## src/rtl/arbiter_pkg.sv

```systemverilog
// -----------------------------------------------------------------------------
// arbiter_pkg
// Shared widths and types for the pixel arbiter and its event packer stage.
//   x_width / y_width : pixel address widths (row / column)
//   SIZE              : timestamp width
//   WIDTH             : packed event word width {x, y, ts, pol}
//   FIFO_DEPTH        : default depth of the event FIFO
//   CNT_W             : default width of the dropped-event counter
//   event_word_t      : packed layout of one event word, MSB first
// -----------------------------------------------------------------------------
package arbiter_pkg;

    localparam int x_width    = 3;
    localparam int y_width    = 3;
    localparam int SIZE       = 32;
    localparam int WIDTH      = x_width + y_width + SIZE + 1;
    localparam int FIFO_DEPTH = 16;
    localparam int CNT_W      = 16;

    // Field order fixes the word layout: x[38:36], y[35:33], ts[32:1], pol[0].
    typedef struct packed {
        logic [x_width-1:0] x;
        logic [y_width-1:0] y;
        logic [SIZE-1:0]    ts;
        logic               pol;
    } event_word_t;

    // Builds one event word from a granted pixel and its timestamp.
    function automatic event_word_t packEvent(
        input logic [x_width-1:0] x,
        input logic [y_width-1:0] y,
        input logic [SIZE-1:0]    ts,
        input logic               pol
    );
        event_word_t w;
        w.x   = x;
        w.y   = y;
        w.ts  = ts;
        w.pol = pol;
        return w;
    endfunction

endpackage

```

## src/rtl/event_sync_fifo.sv

```systemverilog
// -----------------------------------------------------------------------------
// event_sync_fifo
// Single-clock show-ahead FIFO used to buffer packed event words.
//   clk_i    : clock
//   reset_i  : asynchronous active-low reset, empties the FIFO
//   push_i   : write wdata_i (accepted when not full, or when popping this cycle)
//   pop_i    : remove the head entry (ignored when empty)
//   wdata_i  : word to write
//   rdata_o  : current head entry (meaningful only while not empty)
//   full_o   : FIFO holds DEPTH entries
//   empty_o  : FIFO holds no entries
//   count_o  : occupancy, 0..DEPTH
// DEPTH must be a power of two and at least 2.
// -----------------------------------------------------------------------------
module event_sync_fifo
    import arbiter_pkg::*;
#(
    parameter int DATA_W = WIDTH,
    parameter int DEPTH  = FIFO_DEPTH
) (
    input  logic                   clk_i,
    input  logic                   reset_i,
    input  logic                   push_i,
    input  logic                   pop_i,
    input  logic [DATA_W-1:0]      wdata_i,
    output logic [DATA_W-1:0]      rdata_o,
    output logic                   full_o,
    output logic                   empty_o,
    output logic [$clog2(DEPTH):0] count_o
);

    localparam int AW = $clog2(DEPTH);

    logic [DATA_W-1:0] mem_q [DEPTH];
    logic [AW:0]       wrPtr_q;
    logic [AW:0]       wrPtr_d;
    logic [AW:0]       rdPtr_q;
    logic [AW:0]       rdPtr_d;
    logic              doPush;
    logic              doPop;

    // Pointers carry one extra wrap bit so full and empty are distinguishable
    // without a separate counter; occupancy is simply their difference.
    always_comb begin
        empty_o = (wrPtr_q == rdPtr_q);
        full_o  = (wrPtr_q[AW] != rdPtr_q[AW]) &&
                  (wrPtr_q[AW-1:0] == rdPtr_q[AW-1:0]);
        count_o = wrPtr_q - rdPtr_q;
        rdata_o = mem_q[rdPtr_q[AW-1:0]];
        doPop   = pop_i && !empty_o;
        // A push into a full FIFO is legal only when the head leaves in the
        // same cycle; it then reuses the slot being vacated.
        doPush  = push_i && (!full_o || doPop);
        wrPtr_d = doPush ? wrPtr_q + 1'b1 : wrPtr_q;
        rdPtr_d = doPop  ? rdPtr_q + 1'b1 : rdPtr_q;
    end

    // Storage array is not reset; the empty flag masks stale contents.
    always_ff @(posedge clk_i) begin
        if (doPush) begin
            mem_q[wrPtr_q[AW-1:0]] <= wdata_i;
        end
    end

    // Pointer registers; reset flushes whatever was queued.
    always_ff @(posedge clk_i or negedge reset_i) begin
        if (!reset_i) begin
            wrPtr_q <= '0;
            rdPtr_q <= '0;
        end else begin
            wrPtr_q <= wrPtr_d;
            rdPtr_q <= rdPtr_d;
        end
    end

endmodule

```

## src/rtl/event_packer_fifo.sv

```systemverilog
// -----------------------------------------------------------------------------
// event_packer_fifo
// Downstream stage of the pixel arbiter: stamps each granted event with a
// free-running timestamp, packs it into a WIDTH-bit word and buffers it in a
// FIFO drained over valid/ready. Events arriving while the FIFO is full are
// dropped, flagged (sticky overflow) and counted (saturating).
//   clk_i        : clock
//   reset_i      : asynchronous active-low reset
//   gnt_valid_i  : arbiter granted an event this cycle
//   x_add_i      : granted row index
//   y_add_i      : granted column index
//   polarity_i   : 1 = ON, 0 = OFF
//   ready_i      : consumer accepts data_out_o
//   data_out_o   : head word {x, y, ts, pol}, zero while empty
//   valid_o      : data_out_o holds a valid word
//   ts_wrap_o    : head entry is a timestamp wrap marker
//   fifo_count_o : FIFO occupancy
//   overflow_o   : at least one event dropped since reset
//   drop_cnt_o   : saturating count of dropped events
// Build option TS_WRAP_MARKER_EN: when defined, a marker word (all zero with
// ts_wrap_o = 1) is queued after every timestamp wrap. When undefined, no
// marker is generated and ts_wrap_o is tied low.
// -----------------------------------------------------------------------------
module event_packer_fifo
    import arbiter_pkg::*;
#(
    parameter int FIFO_DEPTH = arbiter_pkg::FIFO_DEPTH,
    parameter int CNT_W      = arbiter_pkg::CNT_W
) (
    input  logic                        clk_i,
    input  logic                        reset_i,
    input  logic                        gnt_valid_i,
    input  logic [x_width-1:0]          x_add_i,
    input  logic [y_width-1:0]          y_add_i,
    input  logic                        polarity_i,
    input  logic                        ready_i,
    output logic [WIDTH-1:0]            data_out_o,
    output logic                        valid_o,
    output logic                        ts_wrap_o,
    output logic [$clog2(FIFO_DEPTH):0] fifo_count_o,
    output logic                        overflow_o,
    output logic [CNT_W-1:0]            drop_cnt_o
);

`ifdef TS_WRAP_MARKER_EN
    // Extra MSB tags a stored word as a wrap marker.
    localparam int STORE_W = WIDTH + 1;
`else
    localparam int STORE_W = WIDTH;
`endif

    logic [SIZE-1:0]    ts_q;
    logic [SIZE-1:0]    ts_d;
    logic               overflow_q;
    logic               overflow_d;
    logic [CNT_W-1:0]   dropCnt_q;
    logic [CNT_W-1:0]   dropCnt_d;

    event_word_t        eventWord;
    logic               fifoFull;
    logic               fifoEmpty;
    logic               fifoPush;
    logic [STORE_W-1:0] fifoWdata;
    logic [STORE_W-1:0] fifoHead;
    logic               popThisCycle;
    logic               eventPush;
    logic               eventDrop;

`ifdef TS_WRAP_MARKER_EN
    logic               tsWrap;
    logic               markerPush;
    logic               markerPending_q;
    logic               markerPending_d;
`endif

    // Timestamp simply counts every cycle and wraps naturally at all-ones.
    assign ts_d = ts_q + SIZE'(1);

    // The word always carries the timestamp of the cycle the grant arrived in.
    assign eventWord = packEvent(x_add_i, y_add_i, ts_q, polarity_i);

    // Push/drop decision. A full FIFO still accepts an event when the head
    // is leaving in the same cycle, so nothing is dropped in that case.
    always_comb begin
        popThisCycle = !fifoEmpty && ready_i;
        eventPush    = gnt_valid_i && (!fifoFull || popThisCycle);
        eventDrop    = gnt_valid_i && fifoFull && !popThisCycle;
        overflow_d   = overflow_q || eventDrop;
        dropCnt_d    = dropCnt_q;
        if (eventDrop && (dropCnt_q != {CNT_W{1'b1}})) begin
            dropCnt_d = dropCnt_q + CNT_W'(1);
        end
    end

`ifdef TS_WRAP_MARKER_EN
    // Markers only use idle, non-full cycles so they never displace an event
    // and can never be dropped; a pending marker simply waits for a slot.
    always_comb begin
        tsWrap          = (ts_q == {SIZE{1'b1}});
        markerPush      = markerPending_q && !eventPush && !fifoFull;
        markerPending_d = (markerPending_q && !markerPush) || tsWrap;
        fifoPush        = eventPush || markerPush;
        fifoWdata       = eventPush ? {1'b0, eventWord} : {1'b1, {WIDTH{1'b0}}};
    end

    // Wrap marker pending flag.
    always_ff @(posedge clk_i or negedge reset_i) begin
        if (!reset_i) begin
            markerPending_q <= 1'b0;
        end else begin
            markerPending_q <= markerPending_d;
        end
    end
`else
    // Without markers the FIFO carries plain event words.
    always_comb begin
        fifoPush  = eventPush;
        fifoWdata = eventWord;
    end
`endif

    // Timestamp, sticky overflow flag and saturating drop counter.
    always_ff @(posedge clk_i or negedge reset_i) begin
        if (!reset_i) begin
            ts_q       <= '0;
            overflow_q <= 1'b0;
            dropCnt_q  <= '0;
        end else begin
            ts_q       <= ts_d;
            overflow_q <= overflow_d;
            dropCnt_q  <= dropCnt_d;
        end
    end

    event_sync_fifo #(
        .DATA_W (STORE_W),
        .DEPTH  (FIFO_DEPTH)
    ) u_fifo (
        .clk_i   (clk_i),
        .reset_i (reset_i),
        .push_i  (fifoPush),
        .pop_i   (popThisCycle),
        .wdata_i (fifoWdata),
        .rdata_o (fifoHead),
        .full_o  (fifoFull),
        .empty_o (fifoEmpty),
        .count_o (fifo_count_o)
    );

    // Outputs are masked while empty so stale storage never appears on the
    // bus and everything reads zero straight out of reset.
    always_comb begin
        valid_o    = !fifoEmpty;
        data_out_o = fifoEmpty ? '0 : fifoHead[WIDTH-1:0];
        overflow_o = overflow_q;
        drop_cnt_o = dropCnt_q;
`ifdef TS_WRAP_MARKER_EN
        ts_wrap_o  = !fifoEmpty && fifoHead[WIDTH];
`else
        ts_wrap_o  = 1'b0;
`endif
    end

endmodule

```

## config.mk

```make
export PLATFORM = sky130hd
export DESIGN_NAME = event_packer_fifo
export DESIGN_NICKNAME = d
export VERILOG_FILES = /design/src/rtl/arbiter_pkg.sv /design/src/rtl/event_sync_fifo.sv /design/src/rtl/event_packer_fifo.sv
export SDC_FILE = /design/constraint.sdc
export NUM_CORES = 1
export LEC_CHECK = 0
export CAP_MARGIN = 10
export CORE_MARGIN = 1
export CORE_UTILIZATION = 60
export DETAILED_ROUTE_END_ITERATION = 10
export PLACE_DENSITY_LB_ADDON = 0.12
export SETUP_SLACK_MARGIN = 0.02
export SLEW_MARGIN = 20
export SYNTH_ARGS = -nofsm -noshare
export SYNTH_HDL_FRONTEND = slang
export SYNTH_SLANG_ARGS = --single-unit
```

## constraint.sdc

```tcl
create_clock -name clk_i -period 9.4 [get_ports clk_i]
set_clock_uncertainty 0.1 [all_clocks]
set_input_delay 1.88 -clock clk_i [delete_from_list [all_inputs] [get_ports clk_i]]
set_output_delay 1.88 -clock clk_i [all_outputs]
set_load 0.1 [all_outputs]
```

# --- Word level (Yosys, flattened, before mapping) ---
# Memory sizes are Yosys's and may differ from the RTL's.
# Index checks and enable logic that the tools add are counted.
classes:
  multipliers: 0
  addsub: 5
  n_lt_le_gt_ge: 0
  n_eq_ne: 4
  bitwise: 0
  n_reduce_logical: 14
  n_mux: 3
  div: 0
  shift: 0
op_table:
  columns: ["cell", "n"]
  rows:
  - ["39-bit 2-to-1 mux", 1]
  - ["32-bit by 1-bit adder with 32-bit output (second input constant)", 1]
  - ["16-bit by 1-bit adder with 16-bit output (second input constant)", 1]
  - ["16-bit inequality test (second input constant)", 1]
  - ["5-bit by 1-bit adder with 5-bit output (second input constant)", 2]
  - ["1-bit logical AND", 8]
  - ["5-bit == test", 1]
  - ["5-bit subtractor", 1]
  - ["4-bit == test", 1]
  - ["1-bit zero test", 3]
  - ["1-bit logical OR", 3]
  - ["1-bit 2-to-1 mux", 2]
  - ["1-bit inequality test", 1]
totals:
  mem_bits_rw: 624
  reg_bits: 59
  inputBits: 11
  mem_bits_ro: 0
  mem_count: 1
  word_cells: 32
  latchBits: 0
mem_list:
  columns: ["name", "depth", "width", "rd", "rd_ports_with_merged_regs", "wr", "line", "source"]
  rows:
  - ["u_fifo.mem_q", 16, 39, 1, 0, 1, "event_sync_fifo.sv:34", "logic [DATA_W-1:0] mem_q [DEPTH];"]

# --- Depth between registers and ports, before layout ---
logic_depth:
  depth_word: 8
  ltp_mapped: 9
  depth_no_buf: 7

# --- Hierarchy ---
# From an unflattened synthesis, not the netlist that was laid out.
hier_totals:
  cells_unflattened: 1369
  area_unflattened_um2: 27228.6
modules_own_cells:
  columns: ["mod", "area_each_um2", "n_inst", "seq_area_each_um2", "cells_per_inst"]
  rows:
  - ["event_sync_fifo", 24692.4, 1, 18988.2, 1121]
  - ["event_packer_fifo", 2536.2, 1, 1226.2, 248]

# --- Worst setup path before layout ---
# Ideal clock, no wire load.
synth_path:
  path_kind: "register -> output"
  from: "register u_fifo.rdPtr_q[2]"
  to: "output data_out_o[29]"
  path_stages_with_launch: 10
  required_ps: 7420
  arrival_ps: 4276
  path_slack_ps: 3144
  path_buffers: 3
  path_cell_list: "dfrtp_1 > buf_2 > inv_1 > clkbuf_1 > ha_1 > and4_1 > nand2b_1 > buf_4 > o21ai_0 > a211oi_1"
synth_between:
  elab_chain_len: 2
synth_rtl:
  columns: ["element", "line", "source"]
  rows:
  - ["start: declaration", "event_sync_fifo.sv:37", "logic [AW:0] rdPtr_q;"]
  - ["start signal: assignment", "event_sync_fifo.sv:72", "rdPtr_q <= rdPtr_d;"]
  - ["memory read 16 x 39 bit / 5-bit == test (equally long branches)", null, null]
  - ["39-bit 2-to-1 mux *", "event_packer_fifo.sv:154", "data_out_o = fifoEmpty ? '0 : fifoHead[WIDTH-1:0];"]
  - ["end: declaration", "event_packer_fifo.sv:37", "output logic [WIDTH-1:0] data_out_o,"]
# Mark *: on every way between the ends. The rest lies on a longest branch, timed or not.

# --- Worst setup path after layout ---
# Ends and elaborated chain as after synthesis.

==> results.md <==
- CP startpoint: u_fifo.rdPtr_q[2]$_DFFE_PN0P_
- Top_reg_cell synth: edfxtp_1
- Register bit total from synthesis: 683
- TritonCTS clock tree: yes
- Number of port buffers: approximately 70
- Finish-stage setup viols: 0
- Die height: 214 µm
- Initial antenna violation count: 1
- Largest net degree at the start of global routing: 114
- Crit path launch type: flip-flop
- Period minus WS final: 7170 ps
- Multi-input logic area: 0.00621 mm²
- Crit path max fanout: 40
- DR pass1 iterations: 5
- Hold Fails Final Rpt: 0
- Commonest non-fill, non-tap cell in the layout: edfxtp_1
- CP cell instances: inv_2 > ha_1 > and4_1 > nand2b_2 > buf_4 > o21ai_0 > a211oi_1 > clkdlybuf4s50_1
- EDFF count, synth: around 620
- Crit. End Element: primary output
- Post-cts gate resize count: 0
- Fillers: approximately 2800
- Initial core utilization: 0.607
- CTS sink cnt: 683
- Most frequent cells in the layout: edfxtp_1 (624), mux4_2 (117), mux2i_1 (78)
- GP Congestion: 0.787
- Count of synthesis-stage warnings from yosys: 0
- Mapped Cells: 1397
- Maxcap violations: 0
- H-tree lvl count: 3
- CTS clk-pin slew, worst paths: roughly 60 ps
- Pre-CTS setup slack: 2920 ps
- CP required: 7420 ps
- First-pass GRT wire length: a little under 90 mm
- Hold buffer count at CTS: 0
- Via density: 6.33
- Slowest CP cell: clkdlybuf4s50_1
- Clock root cell: clkbuf_16
- Synth unique cells: between 40 and 50
- Wirelength per Cell: 27.1 µm
- Max_slew headroom: 0.220
- Die area: 0.0456 mm²
- Asr flop ratio synth: 0.0864
- Fmax: ~140 MHz
- DR vias: 13526
- Clk buf depth: 3
- Clk_lat worst skew: 580 ps
- Area Overhead vs Synth: 12.6%
- Gr ovfl total: 0
- # DRC: 0
- Crit share post-route: 0.762
- Die Wd: 214 µm
- GR Util All Layers: 0.267
- Hold Crit Start: overflow_o$_DFF_PN0_
- Slew Limit Fails: 0
- Mapped Avg Cell Area: 19.2 µm²
- CP max stage delay: 1230 ps
- Final Core Density: 0.684
- Final TNS setup: 0 ps
- Status: finished, final reports clean
- # IOs: 74
- Critical path class: reg2out
- Vias in the first global route: 13738
- Core Box Area: between 0.04 and 0.05 mm²
- # nets final: 1518
- Reg2Reg Launch Point: u_fifo.rdPtr_q[2]$_DFFE_PN0P_
- Core Rows: 77
- Seq. cell area: 0.0202 mm²
- DRT antenna net count: 0
- CTS Buf Count: about 70
- Final WS setup: 2230 ps
- RSZ-0062 raised after global routing: no
- Share of cells above drive strength 1: 0.182
- Drt initial violations: ~1200
- DP Wirelength: 29.3 mm
- Post-synthesis sequential area ratio: 0.753
- Inserted Diodes: 0
- Mapped Area: 0.0269 mm²
- Least-Margin Pin Slew: roughly 1200 ps
- Min-Delay Path Class: reg2reg
- Worst EP arrival: between 5000 and 6000 ps
- Syn Nets: 1420
- Post CTS Setup Buffer Count: 0
- Routed Wire Length: roughly 58 mm
cell usage after synthesis, types with 2 or more instances:
| library cell | count | area share |
|---|---|---|
| and4_1 | 4 | 0.0013 |
| a211oi_2 | 6 | 0.0028 |
| nand2b_1 | 3 | 0.00070 |
| mux4_2 | 117 | 0.098 |
| a211oi_1 | 33 | 0.0092 |
| xor2_1 | 19 | 0.0062 |
| buf_2 | 24 | 0.0045 |
| nand2_1 | 69 | 0.0096 |
| buf_4 | 15 | 0.0042 |
| nor4_1 | 3 | 0.00070 |
| buf_8 | 3 | 0.0017 |
| nor4_4 | 2 | 0.0016 |
| buf_6 | 4 | 0.0017 |
| edfxtp_1 | 624 | 0.70 |
| a21oi_1 | 41 | 0.0076 |
| nand3_1 | 23 | 0.0043 |
| o22ai_1 | 39 | 0.0091 |
| mux2i_1 | 78 | 0.029 |
| nor2_1 | 9 | 0.0013 |
| clkbuf_1 | 18 | 0.0025 |
| inv_1 | 11 | 0.0015 |
| dfrtp_1 | 59 | 0.055 |
| and2_1 | 15 | 0.0035 |
| xnor2_1 | 37 | 0.012 |
| buf_1 | 6 | 0.00084 |
| nor3_1 | 48 | 0.0089 |
| a21o_1 | 2 | 0.00056 |
| nand4_1 | 13 | 0.0030 |
| o21ai_0 | 40 | 0.0075 |
| and3_1 | 8 | 0.0019 |
| ha_1 | 11 | 0.0051 |
logic make-up after synthesis:
kind of cell / count (synthesis) / share of synthesized area
flip-flops: 683 / 0.753
AND/OR/NAND/NOR: 203 / 0.0393
multiplexers: 197 / 0.128
AO/OA/AOI/OAI: 163 / 0.0380
buffers and inverters: 81 / 0.0169
XOR/XNOR: 57 / 0.0189
adder cells (fa/ha/maj): 12 / 0.00587
other: 1 / 0.000140
worst max-delay path: cells and delay by family (launching register included):
kind | cells | cell delay [ps]
simple gates | 2 | 710
fa+ha+maj | 1 | 430
flops | 1 | 400
compound gates | 2 | 620
buf+inv | 3 | 2410
registers in the layout, summed over array words and instances, names as in the netlist:
register and flops:
u_fifo.mem_q 624, u_fifo.rdPtr_q 5, overflow_o 1, drop_cnt_o 16, u_fifo.wrPtr_q 5, ts_q 32
layout make-up:
class | count | area share
multi-input combinational | 633 | 0.206
clock buffer | 96 | 0.0642
clock inverter | 25 | 0.00492
tap | 592 | 0.0245
sequential | 683 | 0.669
timing repair buffer | 98 | 0.0305
inverter | 11 | 0.00137
per-layer routing:
layer	GRT usage	vias to the layer above	share of wire
met4	0.0865	2	0.026
met3	0.0488	97	0.064
met2	0.437	471	0.50
met1	0.370	7128	0.41
li1	-	5828	-
met5	0	-	0.00021
metrics by stage:
stage	area [µm²]	hold slack, ps	instances
after floorplan	26900	393	1397
after global placement	28100	351	2017
after detailed placement	28100	360	2017
after CTS	30200	374	2138
after global routing	30200	406	2138
final	30200	377	2138
path summary, 6_finish.rpt:
check                      slack [ps]  depth (start not counted)                             to
setup reg to reg                 5330                          8  u_fifo.mem_q[8][33]$_DFFE_PP_
hold reg to reg                   380                          1           overflow_o$_DFF_PN0_
min in group asynchronous        1360                          2     drop_cnt_o[15]$_DFFE_PN0P_
setup / recovery                 2230                          8                 data_out_o[29]
hold / removal                    380                          1           overflow_o$_DFF_PN0_
max in group asynchronous        7220                          2  u_fifo.rdPtr_q[0]$_DFFE_PN0P_
Power is not shown: default switching activity piles up to over one toggle a cycle in this logic, so the estimate is an artifact.
